`src/rtl/regfile_seq_ctrl_if.sv`:
```
// Handshake and register-file control bundle between
// the instruction decoder and regfile_seq_ctrl.
interface regfile_seq_ctrl_if;
    logic       start;
    logic [1:0] cls;
    logic [3:0] rd;
    logic [3:0] rs1;
    logic [3:0] rs2;
    logic       alu_done;
    logic       mem_ready;
    logic [3:0] RA;
    logic [3:0] RB;
    logic [3:0] RWD;
    logic       RegWr1;
    logic       RegWr2;
    logic       busy;
    logic       done;
    logic       err;
    logic [2:0] phase;

    modport master (
        output start, cls, rd, rs1, rs2,
        output alu_done, mem_ready,
        input  RA, RB, RWD, RegWr1, RegWr2,
        input  busy, done, err, phase
    );

    modport slave (
        input  start, cls, rd, rs1, rs2,
        input  alu_done, mem_ready,
        output RA, RB, RWD, RegWr1, RegWr2,
        output busy, done, err, phase
    );
endinterface

```
`src/rtl/regfile_seq_ctrl.sv`:
```
// Multi-cycle sequencer driving the two-write-port
// register file addresses and write enables.
module regfile_seq_ctrl #(
    parameter int TIMEOUT     = 16,
    parameter bit R0_WRITABLE = 1'b0
) (
    input logic               clk,
    input logic               rst_n,
    regfile_seq_ctrl_if.slave bus
);
    typedef enum logic [2:0] {
        IDLE   = 3'd0,
        DECODE = 3'd1,
        EXEC   = 3'd2,
        MEM    = 3'd3,
        WB     = 3'd4,
        FIN    = 3'd5,
        ERR    = 3'd6
    } state_t;

    localparam logic [1:0] C_ALU   = 2'd0;
    localparam logic [1:0] C_STORE = 2'd2;
    localparam logic [1:0] C_LDINC = 2'd3;
    localparam logic [7:0] LIMIT   = 8'(TIMEOUT);

    state_t     state;
    logic [1:0] cls_q;
    logic [7:0] cnt;
    logic       wr1_ok;
    logic       wr2_ok;

    // RWD/RA already hold the latched rd/rs1 fields
    assign wr1_ok = (bus.RWD != 4'd0) || R0_WRITABLE;
    assign wr2_ok = (cls_q == C_LDINC) &&
                    ((bus.RA != 4'd0) || R0_WRITABLE);

    assign bus.phase = state;

    always_ff @(posedge clk or negedge rst_n) begin
        if (!rst_n) begin
            state      <= IDLE;
            cls_q      <= 2'd0;
            cnt        <= 8'd0;
            bus.RA     <= 4'd0;
            bus.RB     <= 4'd0;
            bus.RWD    <= 4'd0;
            bus.RegWr1 <= 1'b0;
            bus.RegWr2 <= 1'b0;
            bus.busy   <= 1'b0;
            bus.done   <= 1'b0;
            bus.err    <= 1'b0;
        end else begin
            bus.done   <= 1'b0;
            bus.err    <= 1'b0;
            bus.RegWr1 <= 1'b0;
            bus.RegWr2 <= 1'b0;
            case (state)
                IDLE: begin
                    if (bus.start) begin
                        state    <= DECODE;
                        bus.busy <= 1'b1;
                        cls_q    <= bus.cls;
                        bus.RA   <= bus.rs1;
                        bus.RB   <= bus.rs2;
                        bus.RWD  <= bus.rd;
                    end
                end
                DECODE: begin
                    state <= EXEC;
                    cnt   <= 8'd0;
                end
                EXEC: begin
                    if (bus.alu_done) begin
                        cnt <= 8'd0;
                        if (cls_q == C_ALU) begin
                            state      <= WB;
                            bus.RegWr1 <= wr1_ok;
                        end else begin
                            state <= MEM;
                        end
                    end else if (cnt == LIMIT) begin
                        state   <= ERR;
                        bus.done <= 1'b1;
                        bus.err  <= 1'b1;
                    end else begin
                        cnt <= cnt + 8'd1;
                    end
                end
                MEM: begin
                    if (bus.mem_ready) begin
                        if (cls_q == C_STORE) begin
                            state    <= FIN;
                            bus.done <= 1'b1;
                        end else begin
                            state      <= WB;
                            bus.RegWr1 <= wr1_ok;
                            bus.RegWr2 <= wr2_ok;
                        end
                    end else if (cnt == LIMIT) begin
                        state    <= ERR;
                        bus.done <= 1'b1;
                        bus.err  <= 1'b1;
                    end else begin
                        cnt <= cnt + 8'd1;
                    end
                end
                WB: begin
                    state    <= FIN;
                    bus.done <= 1'b1;
                end
                FIN, ERR: begin
                    state    <= IDLE;
                    bus.busy <= 1'b0;
                end
                default: begin
                    state    <= IDLE;
                    bus.busy <= 1'b0;
                end
            endcase
        end
    end
endmodule

```
`src/flat_wrapper.sv`:
```
// flat-port wrapper written by rule: the top's interface ports become plain ports
module regfile_seq_ctrl_flat 
#(
    parameter int TIMEOUT     = 16,
    parameter bit R0_WRITABLE = 1'b0
)
  (clk, rst_n, bus_start, bus_cls, bus_rd, bus_rs1, bus_rs2, bus_alu_done, bus_mem_ready, bus_RA, bus_RB, bus_RWD, bus_RegWr1, bus_RegWr2, bus_busy, bus_done, bus_err, bus_phase);
  regfile_seq_ctrl_if bus_i ();
  input logic clk;
  input logic rst_n;
  input wire logic [$bits(bus_i.start)-1:0] bus_start;
  input wire logic [$bits(bus_i.cls)-1:0] bus_cls;
  input wire logic [$bits(bus_i.rd)-1:0] bus_rd;
  input wire logic [$bits(bus_i.rs1)-1:0] bus_rs1;
  input wire logic [$bits(bus_i.rs2)-1:0] bus_rs2;
  input wire logic [$bits(bus_i.alu_done)-1:0] bus_alu_done;
  input wire logic [$bits(bus_i.mem_ready)-1:0] bus_mem_ready;
  output wire logic [$bits(bus_i.RA)-1:0] bus_RA;
  output wire logic [$bits(bus_i.RB)-1:0] bus_RB;
  output wire logic [$bits(bus_i.RWD)-1:0] bus_RWD;
  output wire logic [$bits(bus_i.RegWr1)-1:0] bus_RegWr1;
  output wire logic [$bits(bus_i.RegWr2)-1:0] bus_RegWr2;
  output wire logic [$bits(bus_i.busy)-1:0] bus_busy;
  output wire logic [$bits(bus_i.done)-1:0] bus_done;
  output wire logic [$bits(bus_i.err)-1:0] bus_err;
  output wire logic [$bits(bus_i.phase)-1:0] bus_phase;
  assign bus_i.start = bus_start;
  assign bus_i.cls = bus_cls;
  assign bus_i.rd = bus_rd;
  assign bus_i.rs1 = bus_rs1;
  assign bus_i.rs2 = bus_rs2;
  assign bus_i.alu_done = bus_alu_done;
  assign bus_i.mem_ready = bus_mem_ready;
  assign bus_RA = bus_i.RA;
  assign bus_RB = bus_i.RB;
  assign bus_RWD = bus_i.RWD;
  assign bus_RegWr1 = bus_i.RegWr1;
  assign bus_RegWr2 = bus_i.RegWr2;
  assign bus_busy = bus_i.busy;
  assign bus_done = bus_i.done;
  assign bus_err = bus_i.err;
  assign bus_phase = bus_i.phase;
  regfile_seq_ctrl #(.TIMEOUT(TIMEOUT), .R0_WRITABLE(R0_WRITABLE)) u_core (.clk(clk), .rst_n(rst_n), .bus(bus_i));
endmodule
```
`config.mk`:
```
export PLATFORM = sky130hd
export DESIGN_NAME = regfile_seq_ctrl_flat
export DESIGN_NICKNAME = d
export VERILOG_FILES = /design/src/rtl/regfile_seq_ctrl_if.sv /design/src/rtl/regfile_seq_ctrl.sv /design/src/flat_wrapper.sv
export SDC_FILE = /design/constraint.sdc
export NUM_CORES = 1
export LEC_CHECK = 0
export ABC_AREA = 1
export BUFFER_PORTS_ARGS = -buffer_cell sky130_fd_sc_hd__clkbuf_2
export CAP_MARGIN = 20
export CORE_MARGIN = 3
export CORE_UTILIZATION = 52
export DETAILED_ROUTE_END_ITERATION = 8
export GPL_TIMING_DRIVEN = 0
export PLACE_DENSITY_LB_ADDON = 0.08
export SLEW_MARGIN = 20
export SYNTH_ARGS = -nofsm -noshare
export SYNTH_HDL_FRONTEND = slang
export SYNTH_SLANG_ARGS = --single-unit
```
`constraint.sdc`:
```
create_clock -name clk -period 1.6 [get_ports clk]
set_input_delay 0.32 -clock clk [delete_from_list [all_inputs] [get_ports clk]]
set_output_delay 0.32 -clock clk [all_outputs]
set_load 0.01 [all_outputs]
```
# --- Word level (Yosys, flattened, before mapping) ---
# Index checks and enable logic that the tools add are counted.
classes:
  add_sub_neg: 1
  n_mul: 0
  div_mod_pow: 0
  magnitude_cmp: 0
  eq_ne: 9
  shifts: 0
  mux: 28
  n_bitwise: 1
  reduce_logical: 10
ops:
  columns: ["operator", "count"]
  rows:
  - ["8-bit 2-to-1 mux", 3]
  - ["8-bit one-hot mux with 3 select lines", 1]
  - ["3-bit 2-to-1 mux", 5]
  - ["3-bit one-hot mux with 5 select lines", 1]
  - ["1-bit 2-to-1 mux", 14]
  - ["8-bit by 1-bit adder with 8-bit output, second input constant", 1]
  - ["8-bit by 5-bit equality test with 1-bit output, second input constant", 1]
  - ["4-bit nonzero test", 2]
  - ["3-bit by 2-bit equality test with 1-bit output, second input constant", 2]
  - ["1-bit one-hot mux with 2 select lines", 3]
  - ["2-bit AND reduction", 3]
  - ["2-bit equality test, second input constant", 2]
  - ["2-bit inequality test, second input constant", 2]
  - ["4-bit OR reduction", 1]
  - ["3-bit by 1-bit equality test with 1-bit output, second input constant", 1]
  - ["3-bit equality test, second input constant", 1]
  - ["3-bit logical NOT", 1]
  - ["1-bit one-hot mux with 3 select lines", 1]
  - ["3-bit nonzero test", 1]
  - ["2-bit logical NOT", 1]
  - ["1-bit logical AND", 1]
  - ["1-bit NOT", 1]
word_totals:
  regBits: 30
  latchBits: 0
  ramBits: 0
  mem_bits_ro: 0
  in_bits: 19
  elab_cells: 60
  memories: 0

# --- Depth between registers and ports, before layout ---
depth:
  ltp_word: 5
  depth_mapped: 9
  mapped_depth_nobuf: 9

# --- Worst setup path after synthesis ---
# OpenSTA, ideal clock, no wires.
synth_path:
  kind: "register to register"
  start: "reg u_core.state[1], in the netlist u_core.bus.phase[1]"
  end: "reg u_core.bus.RA[1]"
  setup_ns: 0.127
  t_arrival_ns: 1.222
  path_slack_ns: 0.251
  path_stages_with_launch: 5
  synth_period_minus_slack_ns: 1.349
  cell_sequence: "dfrtp_1 > nor2_4 > nand3_4 > buf_6 > mux2_1"
synth_between:
  elab_chain_cells: 2
synth_lines:
  columns: ["item", "line_no", "text"]
  rows:
  - ["from (decl)", "regfile_seq_ctrl.sv:26", "state_t state;"]
  - ["from (signal assigned)", "regfile_seq_ctrl.sv:41", "state <= IDLE;"]
  - ["from (signal assigned)", "regfile_seq_ctrl.sv:60", "state <= DECODE;"]
  - ["from (signal assigned)", "regfile_seq_ctrl.sv:69", "state <= EXEC;"]
  - ["3-bit logical NOT", "regfile_seq_ctrl.sv:57", "case (state)"]
  - ["2-bit AND reduction (no source line)", null, null]
  - ["to (signal assigned)", "regfile_seq_ctrl.sv:63", "bus.RA <= bus.rs1;"]
  - ["to (decl)", "regfile_seq_ctrl_if.sv:31", "output RA, RB, RWD, RegWr1, RegWr2,"]
# No other way between the ends.
# A chain may end at the register's enable or synchronous reset.

# --- Worst setup path after layout ---
layout_path:
  start: "reg u_core.state[2], in the netlist u_core.bus.phase[2]"
  end: "reg u_core.cnt[2]"
layout_between:
  elab_chain_cells: 3
  elab_cells_between_ends: 7
  cone_classes: "4 x eq/ne; 1 x mux; 2 x reduce/logical"
layout_lines:
  columns: ["item", "line_no", "text"]
  rows:
  - ["3-bit by 2-bit equality test with 1-bit output or 3-bit by 1-bit equality test with 1-bit output (tied branches)", "regfile_seq_ctrl.sv:57", null]
  - ["2-bit inequality test (no source line) or 3-bit nonzero test (tied branches)", null, null]
  - ["2-bit AND reduction (no source line)", null, null]
  - ["to (signal assigned)", "regfile_seq_ctrl.sv:86", "cnt <= cnt + 8'd1;"]
  - ["to (signal assigned)", "regfile_seq_ctrl.sv:104", "cnt <= cnt + 8'd1;"]
  - ["to (decl)", "regfile_seq_ctrl.sv:28", "logic [7:0] cnt;"]
# Several ways; a longest one is shown, not always the timed one.

==> reports/results.ini <==
[setup_path]
crit_fanout=10
rrSetupSlack_ps=130
crit_type=register to register
rr_worst_depth=9
cp-end-kind=register
r2r_start=u_core.bus.phase[2]
reg2reg_to=u_core.cnt[2]
crit_required_ps=1810
arrival_ps=1680
startpoint_type=register

[yosys]
synth-edff-count=0
synth.distinct_cells=27
syn_inst=162
synthFlopType=dfrtp_1
seq_area_frac_synth=0.498
synth_top_area_share=0.498
yosysMostFrequentCell=nand2_1
async_flop_share=1.00
syn-num-nets=183
synth_area_um2=1510
synthTopCellsByArea=dfrtp_1 50%, nand2_1 7.7%, mux2_1 5.2%, nor2_1 4.7%, mux2_2 4.5%
avgSynthCellArea_um2=9.31
ys_warn_count=0
ys_ff_latch=30
yosysTopAreaCell=dfrtp_1
synth_common_cells=31 x nand2_1, 30 x dfrtp_1, 19 x nor2_1, 15 x inv_1, 11 x nand3_1

[hold_path]
hold_class=input port to async pin

[cells_and_area]
antenna_cells=0
fillers=216
nNetsFinal=228
finish.utilization=0.683
drive_above_1_share=0.329
synthToLayoutAreaGrowth_pct=18.2

[clocking]
cts_resized=0
clkSlewWorstSetupHoldPaths_ps=90
cts_tree=done
cts_setup_buffers=0
cts_hold_buf=0
cts_max_level=2
clk_latency_ps=320
root_buffer=clkbuf_4
ctsLongestPathBuffers=2
cts_sinks=30
numCtsBuffers=5

[die]
io-pin-count=39
core-area_um2=2610
die_h_um=59.9
start_util=0.578
die_area_um2=3580
rows=18
die_w_um=59.9

[timing]
finalCritPeriodShare=0.917
final_hold_viol_count=0
slew_headroom=0.515
finalMaxSlewViolations=0
fin_setup_tns_ps=0
fin_skew_ps=7.79
setup_viol=0
fin_crit_ps=1470
fmax_mhz=682
worst_slew_pin_slew_ps=728
rsz0062_at_grt=false

[routing]
ant_nets=0
dr.pass1.iters=4
drc=0
routed_wl_um=2870
dr.first_iter.drc_count=31
vias_per_cell=5.16
vias=1223
wl_per_cell_um=12.1

[power]
vdd.ir_drop.worst_v=0.00139
p_per_area_nw_per_um2=1810
leakagePower_uw=0.000933

[grt]
grt_pass1_wl_um=5150
antenna_found_initial=0
grt-ovfl-total=0
track_usage=0.195
first_global_vias=1190
grt_max_degree=31

[place]
post-dp-hpwl_um=2230
gp_congestion=0.764
io_buffers=38

[flow_run]
drv_cap=0

[outcome]
run_status=complete, no violations

## per-layer routing
layer,global-route usage,share of wire,routed length [um],up-vias
li1,-,-,-,614
met1,0.248,0.44,1270,570
met2,0.310,0.49,1400,35
met3,0.0713,0.061,175,4
met4,0.0570,0.0091,26,0
met5,0,0,0,-
## worst max-delay path by stage
stage	start	to	depth (start not counted)
after floorplan	u_core.bus.phase[1]	u_core.bus.RA[1]	4
after global placement	u_core.bus.phase[2]	u_core.cnt[7]	9
after detailed placement	u_core.bus.phase[2]	u_core.cnt[2]	9
after CTS	u_core.bus.phase[2]	u_core.cnt[2]	9
after global routing	u_core.bus.phase[2]	u_core.cnt[2]	9
final	u_core.bus.phase[2]	u_core.cnt[2]	9
## report_power, final
group	internal [uW]	switching (uW)	total (uW)	leakage, uW
clock	158	248	405	0.0000308
combinational	675	849	1520	0.000526
sequential	1050	256	1300	0.000377
total	1880	1350	3230	0.000933
## area by class of cell
type,count,area [um^2],share of cell area
tap,30,37.5,0.0210
sequential,30,751,0.421
buffer,2,31.3,0.0175
clock buffer,5,37.5,0.0210
clock inverter,2,10.0,0.00561
timing repair buffer,38,190,0.107
inverter,20,75.1,0.0421
multi-input combinational,110,652,0.365
## cell usage in the layout (no fill, tap or decap), types with 2 or more instances in the layout
| master | instances |
|---|---|
| clkbuf_2 | 38 |
| nand2_1 | 31 |
| dfrtp_1 | 30 |
| nor2_1 | 19 |
| inv_1 | 15 |
| nand3_1 | 11 |
| mux2_1 | 7 |
| a21oi_1 | 7 |
| mux2_2 | 6 |
| nor3_1 | 5 |
| clkbuf_4 | 5 |
| inv_2 | 4 |
| nand2_2 | 4 |
| nor4_1 | 3 |
| nor2_4 | 2 |
| nand2_4 | 2 |
| o21ai_0 | 2 |
| o211ai_1 | 2 |
| ha_1 | 2 |
| clkinv_2 | 2 |
## critical path: stages, from the launching register on
cell,delay [ps]
dfrtp_1,450
inv_2,150
nand3_2,140
nand2_2,110
clkinv_1,90
nand2_4,110
buf_12,120
nand3_1,60
nand2_1,80
nor2_1,40
## logic make-up (layout without fill, tap and decap cells)
logic type | count (synthesis) | in the layout | share of synthesized area
DFF | 30 | 30 | 0.498
buffers and inverters | 22 | 67 | 0.0705
xor gates and xnor gates | 1 | 1 | 0.00581
muxes | 13 | 13 | 0.0970
AOI/OAI and AO/OA | 13 | 13 | 0.0481
and+or+nand+nor | 81 | 81 | 0.265
adders and majority gates | 2 | 2 | 0.0166
## stage by stage
step	total power [uW]	hold slack, ps	setup slack (ps)	std cells	cell area [um^2]
CTS	3280	58.1	140	237	1780
finish	3230	32.2	133	237	1780
floorplan	2370	24.4	251	162	1510
global placement	2790	405	202	230	1740
detailed placement	2860	418	158	230	1740
global route	3540	75.1	30.6	237	1780
## flip-flops by register name, summed over array words and instances, names as in the netlist
register and count:
u_core.bus.RA 4, u_core.cnt 8, u_core.bus.phase 3, u_core.bus.RegWr2 1, u_core.bus.RWD 4, u_core.cls_q 2
u_core.bus.done 1, u_core.bus.RB 4, u_core.bus.err 1, u_core.bus.RegWr1 1, u_core.bus.busy 1
(Power assumes the default switching activity.)
